File: src/rtl/axil_regfile_if.sv
// AXI4-Lite bus bundle for axil_regfile: AW, W, B, AR and R channels
// with master and slave views.
interface axil_regfile_if #(
  parameter int ADDRESS_WIDTH = 5,
  parameter int DATA_WIDTH    = 32
);
  logic [ADDRESS_WIDTH-1:0]  awaddr;
  logic [2:0]                awprot;
  logic                      awvalid;
  logic                      awready;
  logic [DATA_WIDTH-1:0]     wdata;
  logic [DATA_WIDTH/8-1:0]   wstrb;
  logic                      wvalid;
  logic                      wready;
  logic [1:0]                bresp;
  logic                      bvalid;
  logic                      bready;
  logic [ADDRESS_WIDTH-1:0]  araddr;
  logic [2:0]                arprot;
  logic                      arvalid;
  logic                      arready;
  logic [DATA_WIDTH-1:0]     rdata;
  logic [1:0]                rresp;
  logic                      rvalid;
  logic                      rready;

  modport master (
    output awaddr, awprot, awvalid, wdata, wstrb, wvalid, bready,
           araddr, arprot, arvalid, rready,
    input  awready, wready, bresp, bvalid, arready, rdata, rresp, rvalid
  );

  modport slave (
    input  awaddr, awprot, awvalid, wdata, wstrb, wvalid, bready,
           araddr, arprot, arvalid, rready,
    output awready, wready, bresp, bvalid, arready, rdata, rresp, rvalid
  );
endinterface

File: src/rtl/axil_regfile.sv
// AXI4-Lite register file with independent one-entry AW/W buffers and byte-strobe writes.
// Optional macro AXIL_REGFILE_SLVERR_EN: out-of-range accesses answer SLVERR instead of OKAY.
module axil_regfile #(
  parameter int DATA_WIDTH    = 32,
  parameter int NUM_REGS      = 8,
  parameter int ADDRESS_WIDTH = 5
) (
  input  logic                           axi_aclk_in,
  input  logic                           axi_aresetn_in,
  axil_regfile_if.slave                  s_axil,
  output logic [NUM_REGS*DATA_WIDTH-1:0] regs_out,
  output logic [NUM_REGS-1:0]            reg_wr_pulse_out
);
  localparam int STRBW = DATA_WIDTH / 8;
  localparam int LSB   = $clog2(STRBW);
  localparam int IDXW  = ADDRESS_WIDTH - LSB;
`ifdef AXIL_REGFILE_SLVERR_EN
  localparam logic [1:0] ERR_RESP = 2'b10;
`else
  localparam logic [1:0] ERR_RESP = 2'b00;
`endif

  logic                     r_aw_full;
  logic [ADDRESS_WIDTH-1:0] r_aw_addr;
  logic                     r_w_full;
  logic [DATA_WIDTH-1:0]    r_w_data;
  logic [STRBW-1:0]         r_w_strb;
  logic                     r_bvalid;
  logic [1:0]               r_bresp;
  logic                     r_rvalid;
  logic [DATA_WIDTH-1:0]    r_rdata;
  logic [1:0]               r_rresp;
  logic [DATA_WIDTH-1:0]    r_regs [NUM_REGS];
  logic [NUM_REGS-1:0]      r_pulse;

  logic                     w_aw_hs;
  logic                     w_w_hs;
  logic                     w_ar_hs;
  logic                     w_commit;
  logic [ADDRESS_WIDTH-1:0] w_wr_addr;
  logic [DATA_WIDTH-1:0]    w_wr_data;
  logic [STRBW-1:0]         w_wr_strb;
  logic [IDXW-1:0]          w_wr_idx;
  logic [IDXW-1:0]          w_rd_idx;
  logic                     w_wr_hit;
  logic                     w_rd_hit;
  logic [DATA_WIDTH-1:0]    w_rd_val;
  logic                     w_unused;

  assign s_axil.awready   = !r_aw_full;
  assign s_axil.wready    = !r_w_full;
  assign s_axil.arready   = !r_rvalid || s_axil.rready;
  assign s_axil.bvalid    = r_bvalid;
  assign s_axil.bresp     = r_bresp;
  assign s_axil.rvalid    = r_rvalid;
  assign s_axil.rdata     = r_rdata;
  assign s_axil.rresp     = r_rresp;
  assign reg_wr_pulse_out = r_pulse;

  assign w_unused = ^{s_axil.awprot, s_axil.arprot, w_wr_addr[LSB-1:0], s_axil.araddr[LSB-1:0]};

  // Write path: a buffered entry takes priority over the live channel.
  always_comb begin
    w_aw_hs   = s_axil.awvalid && !r_aw_full;
    w_w_hs    = s_axil.wvalid && !r_w_full;
    w_ar_hs   = s_axil.arvalid && s_axil.arready;
    w_wr_addr = r_aw_full ? r_aw_addr : s_axil.awaddr;
    w_wr_data = r_w_full ? r_w_data : s_axil.wdata;
    w_wr_strb = r_w_full ? r_w_strb : s_axil.wstrb;
    w_commit  = (r_aw_full || w_aw_hs) && (r_w_full || w_w_hs) && (!r_bvalid || s_axil.bready);
    w_wr_idx  = w_wr_addr[ADDRESS_WIDTH-1:LSB];
    w_rd_idx  = s_axil.araddr[ADDRESS_WIDTH-1:LSB];
    w_wr_hit  = ({1'b0, w_wr_idx} < (IDXW+1)'(NUM_REGS));
    w_rd_hit  = ({1'b0, w_rd_idx} < (IDXW+1)'(NUM_REGS));
  end

  // Read mux; out-of-range indices fall through to zero.
  always_comb begin
    w_rd_val = {DATA_WIDTH{1'b0}};
    for (int i = 0; i < NUM_REGS; i++) begin
      if (w_rd_idx == IDXW'(i)) begin
        w_rd_val = r_regs[i];
      end else begin
        w_rd_val = w_rd_val;
      end
    end
  end

  // Flatten the register array onto the local-logic bus.
  always_comb begin
    regs_out = {(NUM_REGS*DATA_WIDTH){1'b0}};
    for (int i = 0; i < NUM_REGS; i++) begin
      regs_out[i*DATA_WIDTH +: DATA_WIDTH] = r_regs[i];
    end
  end

  // Buffers, response channels, register storage and write pulses.
  always_ff @(posedge axi_aclk_in) begin
    if (!axi_aresetn_in) begin
      r_aw_full <= 1'b0;
      r_aw_addr <= {ADDRESS_WIDTH{1'b0}};
      r_w_full  <= 1'b0;
      r_w_data  <= {DATA_WIDTH{1'b0}};
      r_w_strb  <= {STRBW{1'b0}};
      r_bvalid  <= 1'b0;
      r_bresp   <= 2'b00;
      r_rvalid  <= 1'b0;
      r_rdata   <= {DATA_WIDTH{1'b0}};
      r_rresp   <= 2'b00;
      r_pulse   <= {NUM_REGS{1'b0}};
      for (int i = 0; i < NUM_REGS; i++) begin
        r_regs[i] <= {DATA_WIDTH{1'b0}};
      end
    end else begin
      if (w_commit) begin
        r_aw_full <= 1'b0;
        r_w_full  <= 1'b0;
      end else begin
        if (w_aw_hs) begin
          r_aw_full <= 1'b1;
          r_aw_addr <= s_axil.awaddr;
        end
        if (w_w_hs) begin
          r_w_full <= 1'b1;
          r_w_data <= s_axil.wdata;
          r_w_strb <= s_axil.wstrb;
        end
      end

      if (w_commit) begin
        r_bvalid <= 1'b1;
        r_bresp  <= w_wr_hit ? 2'b00 : ERR_RESP;
      end else if (s_axil.bready) begin
        r_bvalid <= 1'b0;
      end

      if (w_ar_hs) begin
        r_rvalid <= 1'b1;
        r_rdata  <= w_rd_val;
        r_rresp  <= w_rd_hit ? 2'b00 : ERR_RESP;
      end else if (s_axil.rready) begin
        r_rvalid <= 1'b0;
      end

      for (int i = 0; i < NUM_REGS; i++) begin
        r_pulse[i] <= w_commit && w_wr_hit && (w_wr_idx == IDXW'(i));
        for (int k = 0; k < STRBW; k++) begin
          if (w_commit && w_wr_hit && (w_wr_idx == IDXW'(i)) && w_wr_strb[k]) begin
            r_regs[i][8*k +: 8] <= w_wr_data[8*k +: 8];
          end
        end
      end
    end
  end
endmodule

File: src/flat_wrapper.sv
// flat-port wrapper written by rule: the top's interface ports become plain ports
module axil_regfile_flat 
#(
  parameter int DATA_WIDTH    = 32,
  parameter int NUM_REGS      = 8,
  parameter int ADDRESS_WIDTH = 5
)
  (axi_aclk_in, axi_aresetn_in, regs_out, reg_wr_pulse_out, s_axil_awaddr, s_axil_awprot, s_axil_awvalid, s_axil_wdata, s_axil_wstrb, s_axil_wvalid, s_axil_bready, s_axil_araddr, s_axil_arprot, s_axil_arvalid, s_axil_rready, s_axil_awready, s_axil_wready, s_axil_bresp, s_axil_bvalid, s_axil_arready, s_axil_rdata, s_axil_rresp, s_axil_rvalid);
  axil_regfile_if #(.ADDRESS_WIDTH(ADDRESS_WIDTH), .DATA_WIDTH(DATA_WIDTH)) s_axil_i ();
  input  logic axi_aclk_in;
  input  logic axi_aresetn_in;
  output logic [NUM_REGS*DATA_WIDTH-1:0] regs_out;
  output logic [NUM_REGS-1:0] reg_wr_pulse_out;
  input wire logic [$bits(s_axil_i.awaddr)-1:0] s_axil_awaddr;
  input wire logic [$bits(s_axil_i.awprot)-1:0] s_axil_awprot;
  input wire logic [$bits(s_axil_i.awvalid)-1:0] s_axil_awvalid;
  input wire logic [$bits(s_axil_i.wdata)-1:0] s_axil_wdata;
  input wire logic [$bits(s_axil_i.wstrb)-1:0] s_axil_wstrb;
  input wire logic [$bits(s_axil_i.wvalid)-1:0] s_axil_wvalid;
  input wire logic [$bits(s_axil_i.bready)-1:0] s_axil_bready;
  input wire logic [$bits(s_axil_i.araddr)-1:0] s_axil_araddr;
  input wire logic [$bits(s_axil_i.arprot)-1:0] s_axil_arprot;
  input wire logic [$bits(s_axil_i.arvalid)-1:0] s_axil_arvalid;
  input wire logic [$bits(s_axil_i.rready)-1:0] s_axil_rready;
  output wire logic [$bits(s_axil_i.awready)-1:0] s_axil_awready;
  output wire logic [$bits(s_axil_i.wready)-1:0] s_axil_wready;
  output wire logic [$bits(s_axil_i.bresp)-1:0] s_axil_bresp;
  output wire logic [$bits(s_axil_i.bvalid)-1:0] s_axil_bvalid;
  output wire logic [$bits(s_axil_i.arready)-1:0] s_axil_arready;
  output wire logic [$bits(s_axil_i.rdata)-1:0] s_axil_rdata;
  output wire logic [$bits(s_axil_i.rresp)-1:0] s_axil_rresp;
  output wire logic [$bits(s_axil_i.rvalid)-1:0] s_axil_rvalid;
  assign s_axil_i.awaddr = s_axil_awaddr;
  assign s_axil_i.awprot = s_axil_awprot;
  assign s_axil_i.awvalid = s_axil_awvalid;
  assign s_axil_i.wdata = s_axil_wdata;
  assign s_axil_i.wstrb = s_axil_wstrb;
  assign s_axil_i.wvalid = s_axil_wvalid;
  assign s_axil_i.bready = s_axil_bready;
  assign s_axil_i.araddr = s_axil_araddr;
  assign s_axil_i.arprot = s_axil_arprot;
  assign s_axil_i.arvalid = s_axil_arvalid;
  assign s_axil_i.rready = s_axil_rready;
  assign s_axil_awready = s_axil_i.awready;
  assign s_axil_wready = s_axil_i.wready;
  assign s_axil_bresp = s_axil_i.bresp;
  assign s_axil_bvalid = s_axil_i.bvalid;
  assign s_axil_arready = s_axil_i.arready;
  assign s_axil_rdata = s_axil_i.rdata;
  assign s_axil_rresp = s_axil_i.rresp;
  assign s_axil_rvalid = s_axil_i.rvalid;
  axil_regfile #(.DATA_WIDTH(DATA_WIDTH), .NUM_REGS(NUM_REGS), .ADDRESS_WIDTH(ADDRESS_WIDTH)) u_core (.axi_aclk_in(axi_aclk_in), .axi_aresetn_in(axi_aresetn_in), .s_axil(s_axil_i), .regs_out(regs_out), .reg_wr_pulse_out(reg_wr_pulse_out));
endmodule
File: config.mk
export PLATFORM = sky130hd
export DESIGN_NAME = axil_regfile_flat
export DESIGN_NICKNAME = d
export VERILOG_FILES = /design/src/rtl/axil_regfile_if.sv /design/src/rtl/axil_regfile.sv /design/src/flat_wrapper.sv
export SDC_FILE = /design/constraint.sdc
export NUM_CORES = 1
export LEC_CHECK = 0
export BUFFER_PORTS_ARGS = -buffer_cell sky130_fd_sc_hd__buf_2
export CELL_PAD_IN_SITES_DETAIL_PLACEMENT = 0
export CELL_PAD_IN_SITES_GLOBAL_PLACEMENT = 1
export CORE_ASPECT_RATIO = 0.5
export CORE_UTILIZATION = 42
export CTS_CLUSTER_SIZE = 12
export DETAILED_ROUTE_END_ITERATION = 7
export PLACE_DENSITY_LB_ADDON = 0.3
export SLEW_MARGIN = 20
export SYNTH_ARGS = -nofsm -noshare
export SYNTH_HDL_FRONTEND = slang
export SYNTH_SLANG_ARGS = --single-unit
File: constraint.sdc
create_clock -name axi_aclk_in -period 2.4 [get_ports axi_aclk_in]
set_input_delay 0.36 -clock axi_aclk_in [delete_from_list [all_inputs] [get_ports axi_aclk_in]]
set_output_delay 0.36 -clock axi_aclk_in [all_outputs]
set_load 0.03 [all_outputs]
==> flow_summary.toml <==
[timing]
finalSetupViolations = 0
hold_violations = 0
finalClockSkew_ns = 0.01386
fmax_mhz = 462.6
slew_headroom_pct = 52.45
rsz0062_at_grt = "no"
fin_crit_sh_pct = 90.07
whs_ns = 0.07889
min_period_ns = 2.162
slew_viol_final = 0
fin_setup_tns_ns = 0
worst_slew_pin_slew_ns = 0.7118

[drt]
wl_per_cell_um = 23.21
via_per_inst = 5.574
drcViolationCount = 0
vias = 11973
wl_um = 49850
dr.pass1.iters = 5
detail_route.iter0.violations = 1029
drtAntennaViolNets = 0

[layout]
syn2layout_area_growth_pct = 24.10
regArea_mm2 = 0.009351
fillCellCount = 3090
multi_input_area_mm2 = 0.004886
final_cells = 2148
final_area_mm2 = 0.01830
nets = 1702
drive_gt1_share_pct = 31.10

[die]
io_pins = 364
start_util_pct = 42.70
fp.dieArea_mm2 = 0.03590
rows = 48
fp.dieW_um = 267.0
core_mm2 = 0.03453
chipHeight_um = 134.5

[place]
routabilityCongestion = 0.8903
dp_hpwl_um = 36280
port_buffers = 349
placed_area_mm2 = 0.01724
dp_cells = 2081

[run_status]
status = "complete, no violations"

[logic_synthesis]
synth.area.top_cells = "edfxtp_1 52%, dfxtp_1 11%, nor2_1 5.7%"
synth_edf_count = 256
ys_types = 42
synth.most_common_cell = "edfxtp_1"
yosysWarnings = 0
synth-seq-cells = 339
avgSynthCellArea_um2 = 11.48
synth.largest_area_cell = "edfxtp_1"
yosys.area.top_type_share_pct = 52.14
syn-cell-area_mm2 = 0.01474
async_flop_share_pct = 0
ys_top_cells_by_count = "256 x edfxtp_1, 224 x nor2_1, 153 x nand2_1"
seq_area_frac_synth_pct = 63.41
synthFlopType = "edfxtp_1"
netlist_instances = 1284

[pwr]
switching_share_pct = 28.17
leakagePower_nw = 7.531
seqPwrFrac_pct = 48.6
p_int_w = 0.01009
powerDensity_mw_per_mm2 = 767.4
irDropWorstVdd_uv = 366.1
combPwrFrac_pct = 14.8
p_clk_share_pct = 36.6
p_switching_w = 0.003956

[global_route]
gr-usage-met1_pct = 35.83
antenna_found_initial = 3
grt-ovfl-total = 0
met3_usage_pct = 5.106
grt_max_degree = 51
grt_pass1_wl_um = 72370
grtUsageMet2_pct = 44.84
grt_use_total_pct = 27.23
grt_pass1_vias = 11618
grt-busiest-layer = "met2"

[clock_network]
clkLatencyLatePin_ns = 0.52
cts.sinks = 339
cts_max_level = 2
ctsHoldBuffers = 0
post-cts-setup-buffers = 0
clkTransAtPathRegs_ns = 0.06
cts_tree = "yes"
clk_path_buf_depth = 3
cts_root_buf = "clkbuf_16"
cts-buffers-inserted = 35

[worst_hold_path]
hold_depth = 3
min-delay-start = "s_axil_wdata[17]"
hold_end = "u_core.r_w_data[17]"
hold_path.class = "input pin to register"

[setup_path]
critPathRequiredTime_ns = 2.59
r2r_start = "u_core.r_aw_full"
arrival_ns = 2.35
path_class = "register to register"
crit_path_end_kind = "register"
start_kind = "register"
r2r_cells = 5
crit_path_max_fanout = 19
regToRegEndpoint = "u_core.r_regs[0][16]"
rrSetupSlack_ns = 0.24

[job]
cap_viol_max_count = 0
[registers in the layout, indices dropped and copies added (netlist names)]
register / cells
u_core.reg_wr_pulse_out: 8
u_core.r_w_strb: 4
u_core.s_axil.rdata: 32
u_core.s_axil.bvalid: 1
u_core.r_aw_addr: 3
u_core.r_regs: 256
u_core.r_w_data: 32
u_core.s_axil.rvalid: 1
u_core.r_aw_full: 1
u_core.r_w_full: 1
[area by class of cell]
class                           instances  share of cell area [%]
Antenna cell                            4                 0.05470
Clock buffer                           59                   5.566
Clock inverter                          4                  0.1162
Inverter                               39                  0.8001
Multi-Input combinational cell        825                   26.70
Sequential cell                       339                   51.11
Tap cell                              475                   3.248
Timing Repair Buffer                  403                   12.40
[layer usage]
layer | share of wire (%) | up-vias
met5 | 0 | -
met4 | 3.6 | 0
met3 | 8.1 | 98
met2 | 48 | 583
met1 | 41 | 5964
li1 | - | 5328
[power groups by stage]
stage                     clock (W)  sequential [W]  combinational, W
after floorplan                   0         0.00742          0.000802
after global routing        0.00541         0.00685           0.00219
after CTS                   0.00519         0.00682           0.00207
after detailed placement          0         0.00695           0.00206
final                       0.00514         0.00682           0.00208
after global placement            0         0.00694           0.00203
[kinds of logic (layout without fill, tap and decap cells)]
family | Yosys count | after routing | synth area share (%)
AOI/OAI and AO/OA | 269 | 269 | 11.83
buffers and inverters | 123 | 505 | 3.853
other | 1 | 8 | 0.02543
DFF | 339 | 339 | 63.41
and+or+nand+nor | 465 | 465 | 14.64
muxes | 87 | 87 | 6.246
[per-stage QoR]
stage	power (W)	setup WS (ns)	utilization, %
6_report	0.01404	0.2384	52.99
5_1_grt	0.01445	0.1001	52.98
4_1_cts	0.01409	0.1210	52.93
3_5_place_dp	0.009010	0.1348	49.92
3_3_place_gp	0.008974	0.2015	49.92
2_1_floorplan	0.008225	0.2215	-
[critical path, cell delays in order (launching register included)]
cell     delay [ns]
dfxtp_2        0.41
mux2_4         0.34
nor4_4         0.28
buf_12         0.25
nand3_2        0.20
nand2_1        0.34
[cells in the final DEF (no fill, tap or decap), drive strengths merged, types with 7 or more instances in the layout]
cell	Yosys	layout
a211oi	21	21
a21oi	81	81
a22o	22	22
a31oi	11	11
and2	12	12
and3	7	7
buf	46	403
clkbuf	38	59
dfxtp	83	83
edfxtp	256	256
inv	38	39
mux2	37	37
mux2i	50	50
nand2	153	153
nand2b	14	14
nand3	47	47
nor2	224	224
o21ai	65	65
o2bb2ai	43	43
o31ai	22	22
[timing repair]
action	in CTS	in global routing
setup endpoints to repair	0	73
endpoints found under the hold margin	0	0
gates resized for setup	0	4
[worst max-delay path by stage]
| stage | start | depth (start not counted) | slack [ns] | end |
|---|---|---|---|---|
| after floorplan | u_core.r_aw_full | 5 | 0.22 | u_core.r_regs[1][100] |
| after global placement | u_core.r_aw_full | 6 | 0.20 | u_core.r_regs[1][108] |
| after detailed placement | u_core.r_aw_full | 6 | 0.13 | u_core.r_regs[1][123] |
| after CTS | u_core.r_aw_full | 6 | 0.12 | u_core.r_regs[1][125] |
| after global routing | u_core.r_aw_full | 6 | 0.10 | u_core.r_regs[1][107] |
| final | u_core.r_aw_full | 5 | 0.24 | u_core.r_regs[0][16] |
(Power assumes the default switching activity.)
